## src/rtl/dmem_arbiter_if.sv

```systemverilog
// -----------------------------------------------------------------------------
// dmem_arbiter_if
// One requester's view of the data-memory arbiter: request payload travelling
// from the requester, grant and registered response travelling back.
//
//   req        request valid, held with stable payload until granted
//   we         1 = store, 0 = load
//   addr_mode  0 = word, 1 = byte
//   addr       byte address
//   wdata      store data (byte store uses [7:0])
//   gnt        request accepted this cycle (combinational)
//   rvalid     response valid, one-cycle pulse the cycle after gnt
//   rdata      load data, 0 for stores and faults
//   err        response is a fault, qualified by rvalid
//
// Modports: master = requester side, slave = arbiter side.
// -----------------------------------------------------------------------------
interface dmem_arbiter_if #(
    parameter int DATA_WIDTH = 32
);
    logic                  req;
    logic                  we;
    logic                  addr_mode;
    logic [DATA_WIDTH-1:0] addr;
    logic [DATA_WIDTH-1:0] wdata;
    logic                  gnt;
    logic                  rvalid;
    logic [DATA_WIDTH-1:0] rdata;
    logic                  err;

    modport master (
        output req, we, addr_mode, addr, wdata,
        input  gnt, rvalid, rdata, err
    );

    modport slave (
        input  req, we, addr_mode, addr, wdata,
        output gnt, rvalid, rdata, err
    );
endinterface

```

## src/rtl/dmem_arbiter.sv

```systemverilog
// -----------------------------------------------------------------------------
// dmem_arbiter
// Round-robin arbiter and access sequencer sharing one single-port,
// byte-addressed data memory between requester 0 (load/store unit) and
// requester 1 (loader/debug port). One access per cycle; the memory is driven
// combinationally in the grant cycle and the response is registered and
// returned to the granted requester in the following cycle. Misaligned word
// accesses and out-of-range addresses are answered with err and never reach
// the memory.
//
// Ports:
//   clk            clock, rising edge
//   rst            synchronous active-high reset
//   r0, r1         requester interfaces (slave modport)
//   mem_a          memory byte address
//   mem_wd         memory write data
//   mem_addr_mode  memory mode, 0 = word, 1 = byte
//   mem_we         memory write enable
//   mem_rd         memory combinational read data
// -----------------------------------------------------------------------------
module dmem_arbiter #(
    parameter int DATA_WIDTH = 32,
    parameter int ADDR_BITS  = 17
) (
    input  logic                  clk,
    input  logic                  rst,
    dmem_arbiter_if.slave         r0,
    dmem_arbiter_if.slave         r1,
    output logic [DATA_WIDTH-1:0] mem_a,
    output logic [DATA_WIDTH-1:0] mem_wd,
    output logic                  mem_addr_mode,
    output logic                  mem_we,
    input  logic [DATA_WIDTH-1:0] mem_rd
);

    // Highest word-aligned address whose four bytes all lie inside memory.
    localparam logic [ADDR_BITS-1:0] LAST_WORD = {{(ADDR_BITS-2){1'b1}}, 2'b00};

    // Registered state
    logic                  last_q,   last_d;
    logic                  rvalid0_q, rvalid0_d;
    logic                  rvalid1_q, rvalid1_d;
    logic [DATA_WIDTH-1:0] rdata0_q, rdata0_d;
    logic [DATA_WIDTH-1:0] rdata1_q, rdata1_d;
    logic                  err0_q,   err0_d;
    logic                  err1_q,   err1_d;

    // Grant-cycle combinational signals
    logic                  gnt0;
    logic                  gnt1;
    logic                  any_gnt;
    logic                  g_we;
    logic                  g_mode;
    logic [DATA_WIDTH-1:0] g_addr;
    logic [DATA_WIDTH-1:0] g_wdata;
    logic                  misaligned;
    logic                  high_bits;
    logic                  word_oor;
    logic                  fault;
    logic                  go;
    logic [DATA_WIDTH-1:0] resp_data;

    // Arbitration: a lone request wins; under contention the requester that
    // was not granted last time wins. Nothing is granted during reset so a
    // held request is simply arbitrated in the first cycle after reset.
    always_comb begin
        gnt0 = 1'b0;
        gnt1 = 1'b0;
        if (!rst) begin
            if (r0.req && (!r1.req || last_q)) begin
                gnt0 = 1'b1;
            end else if (r1.req) begin
                gnt1 = 1'b1;
            end
        end
    end

    assign any_gnt = gnt0 | gnt1;

    always_comb begin
        g_we    = r0.we;
        g_mode  = r0.addr_mode;
        g_addr  = r0.addr;
        g_wdata = r0.wdata;
        if (gnt1) begin
            g_we    = r1.we;
            g_mode  = r1.addr_mode;
            g_addr  = r1.addr;
            g_wdata = r1.wdata;
        end
    end

    // Fault detection on the selected payload. For an aligned word the
    // word_oor term can only trip if ADDR_BITS is changed in a way that
    // leaves a partial word at the top; it is kept so the check stays exact.
    always_comb begin
        misaligned = !g_mode && (g_addr[1:0] != 2'b00);
        high_bits  = (g_addr >> ADDR_BITS) != '0;
        word_oor   = !g_mode && (g_addr[ADDR_BITS-1:0] > LAST_WORD);
        fault      = misaligned || high_bits || word_oor;
        go         = any_gnt && !fault;
    end

    // Memory port: driven only for an accepted, non-faulting access.
    always_comb begin
        mem_a         = '0;
        mem_wd        = '0;
        mem_addr_mode = 1'b0;
        mem_we        = 1'b0;
        if (go) begin
            mem_a         = g_addr;
            mem_wd        = g_wdata;
            mem_addr_mode = g_mode;
            mem_we        = g_we;
        end
    end

    // Response data: memory read data for a good load, zero otherwise.
    assign resp_data = (go && !g_we) ? mem_rd : '0;

    always_comb begin
        last_d    = last_q;
        rvalid0_d = gnt0;
        rvalid1_d = gnt1;
        rdata0_d  = rdata0_q;
        rdata1_d  = rdata1_q;
        err0_d    = err0_q;
        err1_d    = err1_q;
        if (gnt0) begin
            last_d   = 1'b0;
            rdata0_d = resp_data;
            err0_d   = fault;
        end
        if (gnt1) begin
            last_d   = 1'b1;
            rdata1_d = resp_data;
            err1_d   = fault;
        end
    end

    always_ff @(posedge clk) begin
        if (rst) begin
            last_q    <= 1'b1;
            rvalid0_q <= 1'b0;
            rvalid1_q <= 1'b0;
            rdata0_q  <= '0;
            rdata1_q  <= '0;
            err0_q    <= 1'b0;
            err1_q    <= 1'b0;
        end else begin
            last_q    <= last_d;
            rvalid0_q <= rvalid0_d;
            rvalid1_q <= rvalid1_d;
            rdata0_q  <= rdata0_d;
            rdata1_q  <= rdata1_d;
            err0_q    <= err0_d;
            err1_q    <= err1_d;
        end
    end

    // Responses are masked while rst is high so a response falling in a
    // reset cycle is never seen; the registers clear at the same edge.
    assign r0.gnt    = gnt0;
    assign r1.gnt    = gnt1;
    assign r0.rvalid = rvalid0_q & ~rst;
    assign r1.rvalid = rvalid1_q & ~rst;
    assign r0.rdata  = rst ? '0 : rdata0_q;
    assign r1.rdata  = rst ? '0 : rdata1_q;
    assign r0.err    = err0_q & ~rst;
    assign r1.err    = err1_q & ~rst;

endmodule

```

## src/flat_wrapper.sv

```systemverilog
// flat-port wrapper written by rule: the top's interface ports become plain ports
module dmem_arbiter_flat 
#(
    parameter int DATA_WIDTH = 32,
    parameter int ADDR_BITS  = 17
)
  (clk, rst, mem_a, mem_wd, mem_addr_mode, mem_we, mem_rd, r0_req, r0_we, r0_addr_mode, r0_addr, r0_wdata, r0_gnt, r0_rvalid, r0_rdata, r0_err, r1_req, r1_we, r1_addr_mode, r1_addr, r1_wdata, r1_gnt, r1_rvalid, r1_rdata, r1_err);
  dmem_arbiter_if #(.DATA_WIDTH(DATA_WIDTH)) r0_i ();
  dmem_arbiter_if #(.DATA_WIDTH(DATA_WIDTH)) r1_i ();
  input  logic clk;
  input  logic rst;
  output logic [DATA_WIDTH-1:0] mem_a;
  output logic [DATA_WIDTH-1:0] mem_wd;
  output logic mem_addr_mode;
  output logic mem_we;
  input  logic [DATA_WIDTH-1:0] mem_rd;
  input wire logic [$bits(r0_i.req)-1:0] r0_req;
  input wire logic [$bits(r0_i.we)-1:0] r0_we;
  input wire logic [$bits(r0_i.addr_mode)-1:0] r0_addr_mode;
  input wire logic [$bits(r0_i.addr)-1:0] r0_addr;
  input wire logic [$bits(r0_i.wdata)-1:0] r0_wdata;
  output wire logic [$bits(r0_i.gnt)-1:0] r0_gnt;
  output wire logic [$bits(r0_i.rvalid)-1:0] r0_rvalid;
  output wire logic [$bits(r0_i.rdata)-1:0] r0_rdata;
  output wire logic [$bits(r0_i.err)-1:0] r0_err;
  input wire logic [$bits(r1_i.req)-1:0] r1_req;
  input wire logic [$bits(r1_i.we)-1:0] r1_we;
  input wire logic [$bits(r1_i.addr_mode)-1:0] r1_addr_mode;
  input wire logic [$bits(r1_i.addr)-1:0] r1_addr;
  input wire logic [$bits(r1_i.wdata)-1:0] r1_wdata;
  output wire logic [$bits(r1_i.gnt)-1:0] r1_gnt;
  output wire logic [$bits(r1_i.rvalid)-1:0] r1_rvalid;
  output wire logic [$bits(r1_i.rdata)-1:0] r1_rdata;
  output wire logic [$bits(r1_i.err)-1:0] r1_err;
  assign r0_i.req = r0_req;
  assign r0_i.we = r0_we;
  assign r0_i.addr_mode = r0_addr_mode;
  assign r0_i.addr = r0_addr;
  assign r0_i.wdata = r0_wdata;
  assign r0_gnt = r0_i.gnt;
  assign r0_rvalid = r0_i.rvalid;
  assign r0_rdata = r0_i.rdata;
  assign r0_err = r0_i.err;
  assign r1_i.req = r1_req;
  assign r1_i.we = r1_we;
  assign r1_i.addr_mode = r1_addr_mode;
  assign r1_i.addr = r1_addr;
  assign r1_i.wdata = r1_wdata;
  assign r1_gnt = r1_i.gnt;
  assign r1_rvalid = r1_i.rvalid;
  assign r1_rdata = r1_i.rdata;
  assign r1_err = r1_i.err;
  dmem_arbiter #(.DATA_WIDTH(DATA_WIDTH), .ADDR_BITS(ADDR_BITS)) u_core (.clk(clk), .rst(rst), .r0(r0_i), .r1(r1_i), .mem_a(mem_a), .mem_wd(mem_wd), .mem_addr_mode(mem_addr_mode), .mem_we(mem_we), .mem_rd(mem_rd));
endmodule
```

## config.mk

```make
export PLATFORM = sky130hd
export DESIGN_NAME = dmem_arbiter_flat
export DESIGN_NICKNAME = d
export VERILOG_FILES = /design/src/rtl/dmem_arbiter_if.sv /design/src/rtl/dmem_arbiter.sv /design/src/flat_wrapper.sv
export SDC_FILE = /design/constraint.sdc
export NUM_CORES = 1
export LEC_CHECK = 0
export CORE_AREA = 5 5 116 118
export CTS_CLUSTER_SIZE = 8
export DETAILED_ROUTE_END_ITERATION = 7
export DIE_AREA = 0 0 121 123
export PLACE_DENSITY = 0.78
export SLEW_MARGIN = 20
export SYNTH_ARGS = -nofsm -noshare
export SYNTH_HDL_FRONTEND = slang
export SYNTH_SLANG_ARGS = --single-unit
```

## constraint.sdc

```tcl
create_clock -name clk -period 6.3 [get_ports clk]
set_input_delay 1.26 -clock clk [delete_from_list [all_inputs] [get_ports clk]]
set_output_delay 1.26 -clock clk [all_outputs]
set_load 0.05 [all_outputs]
```

Word-level counts from Yosys, hierarchy flattened:

Index checks and enable logic that the tools add are counted.
W data, S select, Z words.

* bitwise logic cells: 6
* reductions and logical operators: 15
* magnitude comparators: 1
* muxes and demuxes: 16

Operators with widths (count)
* $mux W32: 7
* $reduce_bool A32 Y1: 1
* $gt A17 B17 Y1 const B: 1
* $mux W1: 9
* $logic_and A1 B1 Y1: 5
* $and A1 B1 Y1: 4
* $logic_not A1 Y1: 4
* $logic_or A1 B1 Y1: 3
* $reduce_bool A2 Y1: 1
* $reduce_or A2 Y1: 1
* $not A1 Y1: 1
* $or A1 B1 Y1: 1

* bits in registers: 69
* bits of input ports: 168
* word-level logic and storage cells: 45

Logic depth before layout (Yosys ltp):

* word-level depth: 14
* mapped depth: 6
* mapped depth without buffers: 4

Least setup slack after synthesis:

OpenSTA, ideal clock, no wires.

* path type: input to output
* start: input r1_addr[24]
* end: output mem_a[0]
* setup slack: 1.901 ns
* arrival time: 3.139 ns
* required time: 5.040 ns
* cell stages on the path: 5
* cells stage by stage: or4_4 > nor4_1 > o211ai_1 > clkbuf_1 > nor2_1

* word-level cells in the longest chain between the ends: 7

Ends and longest elaborated chain
* from (decl): line flat_wrapper.sv:29 `input wire logic [$bits(r1_i.addr)-1:0] r1_addr;`
* $mux W32: line dmem_arbiter.sv:85 `if (gnt1) begin`
* $reduce_bool A32 Y1: line dmem_arbiter.sv:98 `high_bits = (g_addr >> ADDR_BITS) != '0;`
* $logic_or A1 B1 Y1 (2 in a row): line dmem_arbiter.sv:100 `fault = misaligned || high_bits || word_oor;`
* $logic_not A1 Y1: line dmem_arbiter.sv:101 `go = any_gnt && !fault;`
* $logic_and A1 B1 Y1: line dmem_arbiter.sv:101
* $mux W32: line dmem_arbiter.sv:110 `if (go) begin`
* to (decl): line flat_wrapper.sv:12 `output logic [DATA_WIDTH-1:0] mem_a;`

No other way between the ends.

Worst setup path in the final report:

* start: input r0_req
* end: output mem_wd[15]

* word-level cells in the longest chain between the ends: 11
* elaborated cells between the ends (all ways): 20
* those cells by class: 1 x order compare; 8 x mux; 1 x bitwise; 10 x reduce/logical

Ends and longest elaborated chain
* from (decl): line flat_wrapper.sv:17 `input wire logic [$bits(r0_i.req)-1:0] r0_req;`
* $logic_and A1 B1 Y1 *: line dmem_arbiter.sv:70 `if (r0.req && (!r1.req || last_q)) begin`
* parallel branches: the longest is 9 deep, another holds $gt A17 B17 Y1
* $mux W32 *: line dmem_arbiter.sv:110
* to (decl): line flat_wrapper.sv:13 `output logic [DATA_WIDTH-1:0] mem_wd;`

Mark *: on every way between the ends.

==> impl_metrics.ini <==
[final_layout]
regArea_mm2 = 0.001381
drive_gt1_frac = 0.07231
finalNetCount = 896
fill_cells = 1084
syn2layout_area_growth_pct = 80.84
multi_input_area_mm2 = 0.002278

[cts]
ctsHtreeMaxLevel = 3
clk_latency_ps = 330
cts_tree = built
post_cts_buffers = 0
hold_buffers = 0
clk_pin_slew_ps = 50
cts.sinks = 69
cts_root_buf = clkbuf_16
cts_resized = 0
cts_buffers = 9
clockBufferDepth = 2

[worst_setup_path]
startpoint_type = input port
r2r_start = u_core.last_q$_SDFFE_PP1P_
crit_end = mem_wd[15]
path_max_fanout = 45
cp.required_ps = 5040
ff2ff_path_depth = 5
end_kind = primary output
regToRegSetupSlack_ps = 4080
cp.arrival_ps = 4330
worstSetupPathType = input port to primary output
r2r_end = u_core.err0_q$_SDFFE_PP0P_
crit_start = r0_req

[floorplanning]
die_y_um = 123
die-area_mm2 = 0.01488
die_w_um = 121
initial_core_util = 0.3175
core_mm2 = 0.01236
boundaryPins = 304
rows = 41

[grt]
grtUsageTotal = 0.2262
grt_antenna_before_repair = 3
grt_pass1_wl_um = 26520
grt_max_degree = 48
overflow = 0
grt_pass1_vias = 4799

[logic_synthesis]
ys_seq_area_frac = 0.3519
syn_inst = 471
synth.cell_area_mm2 = 0.003925
synthFlopType = dfxtp_1
synth_top_area_share = 0.3519
synth_area_leaders = dfxtp_1 (35%), nor2b_1 (11%), a22oi_1 (9.8%), a22o_1 (7.4%), nand4b_1 (7.1%)
yosys-top-cells-count = dfxtp_1 (69), nor2b_1 (68), nor2_1 (55)
avgSynthCellArea_um2 = 8.333
synth_adder_area_share = 0
synth_mux_area_frac = 0
synth_enable_flop_cells = 0
yosysWarnings = 0
synth_largest_area_cell = dfxtp_1
synth_seq_cells = 69
async_flop_share = 0
synthSimpleGateAreaFrac = 0.3032
synth.distinct_cells = 37
synth_xor_area_frac = 0
synth_compound_area_frac = 0.2541
yosysMostFrequentCell = dfxtp_1
synth_top_family_by_area = simple AND/OR/NAND/NOR gates

[route]
totalWireLength_um = 17580
drt-initial-drc-count = 465
drc = 0
viasPerCell = 5.206
ant_nets = 0
wl_per_cell_um = 19.39
vias = 4722
drtPass1Iterations = 5

[power_and_ir_drop]
cellPowerDensity_mw_per_mm2 = 163.9
peakVddDrop_uv = 126.3
cellLeakagePower_uw = 0.002382

[sta]
clock_skew_ps = 3.909
fin_setup_tns_ps = 0
rsz0062_at_grt = false
finalHoldViolations = 0
final.setup.worst_slack_ps = 705.3
period_share = 0.8881
fmax_mhz = 178.7
finalMaxSlewViolations = 0
finalCriticalPeriod_ps = 5595
final-setup-viol-count = 0
worstMarginPinSlew_ps = 1077
slew_headroom = 0.2797

[place]
globalplace.congestion = 0.9049
pre_cts_slack_ps = 783.8
dp_hpwl_um = 13410
io_buffer_count = 288

[outcome]
status = complete, no violations

[min_path]
hp-class = flip-flop to flip-flop
holdPathStages = 1

[job]
max_cap_violations = 0
-- cells in the final DEF, fill, tap and decap left out, types with 2 or more instances in the layout --
cell type,n
or4_1,2
diode_2,2
buf_4,26
clkinv_2,3
clkbuf_1,2
nor2_2,2
inv_1,2
nor2b_1,68
clkbuf_16,9
a22o_1,33
o31ai_1,32
or4_4,2
nor3_1,2
dfxtp_1,69
a22oi_1,51
bufinv_16,2
and3_1,2
conb_1,15
nor4_1,3
nor4_4,2
nand2_2,2
nand2_1,33
nor2_1,54
clkdlybuf4s50_1,270
nand4b_1,32
-- layer usage --
layer	track usage	vias to the layer above	wire, um
met3	0.06999	31	1522
met5	0	-	13
li1	-	2205	-
met2	0.3817	240	8627
met1	0.2697	2244	7017
met4	0.08782	2	403
-- worst min path at each step --
stage	start	endpoint	slack, ps
final	u_core.err1_q$_SDFFE_PP0N_	u_core.err1_q$_SDFFE_PP0N_	470
after global routing	u_core.rdata1_q[7]$_SDFFE_PP0N_	u_core.rdata1_q[7]$_SDFFE_PP0N_	490
after CTS	u_core.rdata1_q[8]$_SDFFE_PP0N_	u_core.rdata1_q[8]$_SDFFE_PP0N_	470
after detailed placement	u_core.rdata1_q[31]$_SDFFE_PP0N_	u_core.rdata1_q[31]$_SDFFE_PP0N_	460
after global placement	u_core.rdata1_q[10]$_SDFFE_PP0N_	u_core.rdata1_q[10]$_SDFFE_PP0N_	450
after floorplan	u_core.rdata1_q[0]$_SDFFE_PP0N_	u_core.rdata1_q[0]$_SDFFE_PP0N_	440
-- flip-flops by register name, summed over array words and instances (netlist names) --
name              cells
u_core.err0_q         1
u_core.err1_q         1
u_core.rdata1_q      32
u_core.rdata0_q      32
u_core.rvalid1_q      1
u_core.last_q         1
u_core.rvalid0_q      1
-- power by group --
group / switching, uW / internal [uW] / total, uW / leakage, uW
sequential: 0.908 / 439 / 440 / 0.000557
combinational: 93.8 / 109 / 203 / 0.00167
clock: 177 / 344 / 521 / 0.000153
-- worst max-delay path, stage by stage --
cell             delay, ps
clkdlybuf4s50_1        590
a21bo_1                420
nor4_1                 110
o211ai_1               570
buf_4                  510
nor2_1                 110
clkdlybuf4s50_1        750
-- layout make-up --
type | instances | share of cell area
clock inverter | 5 | 0.01058
multi-input combinational | 349 | 0.3210
timing repair buffer | 297 | 0.4090
antenna | 2 | 0.0007051
inverter | 2 | 0.001058
sequential | 69 | 0.1946
clock buffer | 11 | 0.03279
tap | 172 | 0.03032
-- cells by family (layout without fill, tap and decap cells) --
kind of cell,count (synthesis),after routing
simple gates,208,208
compound gates,126,126
flops,69,69
buf+inv,67,315
other cells,1,17
-- through the flow --
stage	hold slack (ps)	util	cell area, um^2	power, uW	cells
after floorplan	441.2	-	3978	525.2	485
after global placement	453.3	0.5483	6779	649.1	889
after detailed placement	458.0	0.5484	6780	650.0	889
after CTS	471.6	0.5733	7088	1171	905
after global routing	486.6	0.5741	7098	1205	907
final	466.6	0.5741	7098	1164	907
(Power assumes the default switching activity.)
==> RTL change, RTL diff (same settings) <==
Take the reset off `rdata0_q` and `rdata1_q` and load them in a clocked block of their own.
--- a/src/rtl/dmem_arbiter.sv
+++ b/src/rtl/dmem_arbiter.sv
@@ -144,6 +144,4 @@
             rvalid0_q <= 1'b0;
             rvalid1_q <= 1'b0;
-            rdata0_q  <= '0;
-            rdata1_q  <= '0;
             err0_q    <= 1'b0;
             err1_q    <= 1'b0;
@@ -152,9 +150,12 @@
             rvalid0_q <= rvalid0_d;
             rvalid1_q <= rvalid1_d;
-            rdata0_q  <= rdata0_d;
-            rdata1_q  <= rdata1_d;
             err0_q    <= err0_d;
             err1_q    <= err1_d;
         end
+    end
+
+    always_ff @(posedge clk) begin
+        rdata0_q <= rdata0_d;
+        rdata1_q <= rdata1_d;
     end
 
Behaviour: differs if rst is asserted again (counterexample within 4 cycles, from zero or initial values and one cycle with rst high); with rst held inactive, the same outputs for 10 cycles.
==> RTL change against the unedited design <==
Sequential cell count is the same; synthesized area is 18% higher; sequential power up 16%; non-clock buffer count increased by 5; critical path type unchanged; design area up 11%; routed wire length shrank 11%; power grew 9.0%; setup slack worse by 110 ps; via count decreased by 14%.
==> RTL change: results <==
metrics = {
    "synth": {
        "syn-mean-instance-area_sq_um": 11.8,
        "dominantRegCellSynth": "edfxtp_1",
        "ys_top_cells_by_count": "a211oi_2 (70), nor2b_1 (69), edfxtp_1 (64)",
        "synth.yosys.seq_area_share_pct": 43.8,
        "edff_count_synth": 64,
        "synth.area.top_cells": "edfxtp_1 (42%), a211oi_2 (19%), mux2i_1 (11%), nor2b_1 (9.3%), inv_1 (2.7%)",
        "yosys.cell_types.count": 33,
    },
    "layout": {
        "n_fill_cell": 957,
        "antennaDiodeCount": 0,
        "final_cells": 841,
        "final_design_area_no_fill_sq_um": 7860,
        "post_route_cells_drive_above_1_share_pct": 17.5,
        "layout.nets": 833,
    },
    "worst_setup_path": {
        "worst_ep_arrival_time_ps": 4440,
        "worst-path-max-fanout": 34,
        "worst_r2r_setup_slack_ps": 3730,
        "critical_path.max_stage_delay_ps": 850,
        "regToRegEndpoint": "u_core.rdata1_q[10]",
        "largest_delay_share_family_worst_path": "buffers and inverters",
        "critical-path-slowest-cell": "clkdlybuf4s50_1",
    },
    "placement": {
        "post_placement_cell_area_sq_um": 7580,
        "routabilityCongestion": 0.852,
        "buffer_ports.inserted": 288,
        "hpwlAfterDp_mm": 12.1,
        "dpl_worst_slack_ps": 606,
    },
    "worst_hold_path": {
        "hold-path-cell-count": 2,
        "holdPathEnd": "u_core.last_q",
        "hold_path_startpoint": "u_core.last_q",
        "hold_class": "reg2reg",
    },
    "timing": {
        "final.hold.worst_slack_ps": 536,
        "final.setup_skew_ps": 3.91,
        "worst_pin_slew_ps": 769,
    },
    "detailed_routing": {
        "drt-wirelength-per-cell_microns": 18.6,
        "first_pass_iters": 4,
        "detailedRoute.firstIterationViolations": 190,
        "post_drt_via_cell_ratio": 4.85,
    },
    "grt": {
        "grt_antenna_before_repair": 0,
        "grt_max_degree": 59,
        "grt_use_total_pct": 20.1,
        "grt_pass1_vias": 4369,
        "first_pass_grt_wire_length_mm": 23.2,
    },
    "clocking": {
        "clk_root_buffer_cell": "clkbuf_16",
        "clock_tree.buffer_depth": 2,
        "htreeDepth": 3,
    },
    "pwr": {
        "irDropWorstVdd_mv": 0.112,
        "cellLeakagePower_uw": 0.00286,
    },
    "outcome": {
        "status": "finished, final reports clean",
    },
}
-- RTL change: kinds of logic (layout without fill, tap and decap cells) --
family | count (synthesis) | in the layout | share of synthesized area, %
AOI/OAI and AO/OA | 92 | 92 | 22.5
buffers and inverters | 87 | 351 | 10.2
DFF | 69 | 69 | 43.8
muxes | 50 | 50 | 10.8
other | 1 | 15 | 0.0812
and+or+nand+nor | 92 | 92 | 12.5
-- RTL change: power by group through the flow --
stage	combinational, uW	clock, uW	sequential, uW
2_1_floorplan	138	0	520
3_3_place_gp	277	0	519
3_5_place_dp	280	0	520
4_1_cts	282	484	511
5_1_grt	296	507	511
6_report	281	476	511
-- RTL change: worst max path at each step --
stage                     start    endpoint  slack, ps  depth (start not counted)
floorplan                r0_req    mem_a[8]        980                          7
global placement    r1_addr[18]  mem_wd[31]        650                          7
detailed placement  r1_addr[18]  mem_wd[11]        610                          7
CTS                 r1_addr[18]  mem_wd[31]        600                          7
global route        r1_addr[18]  mem_wd[31]        460                          7
finish              r1_addr[18]  mem_wd[31]        600                          7
-- RTL change: final cells by class --
class | count | share of cell area (%)
repair buffers | 302 | 37.9
clock buffers | 13 | 3.18
well taps | 172 | 2.74
flip-flops and latches | 69 | 25.7
clock inverters | 2 | 0.446
multi-input cells | 249 | 28.3
inverters | 34 | 1.69
-- RTL change: routing by layer --
metal / up-vias / share of wire [%] / global-route usage (%)
li1: 1947 / - / -
met1: 1900 / 38 / 22.8
met2: 212 / 50 / 35.4
met3: 21 / 9.6 / 7.14
met4: 0 / 2.1 / 6.52
met5: - / 0 / 0
-- RTL change: tightest hold or removal path, stage by stage, from the launching register on --
cell,delay [ps]
dfxtp_1,340
nor2_1,50
o21bai_1,110
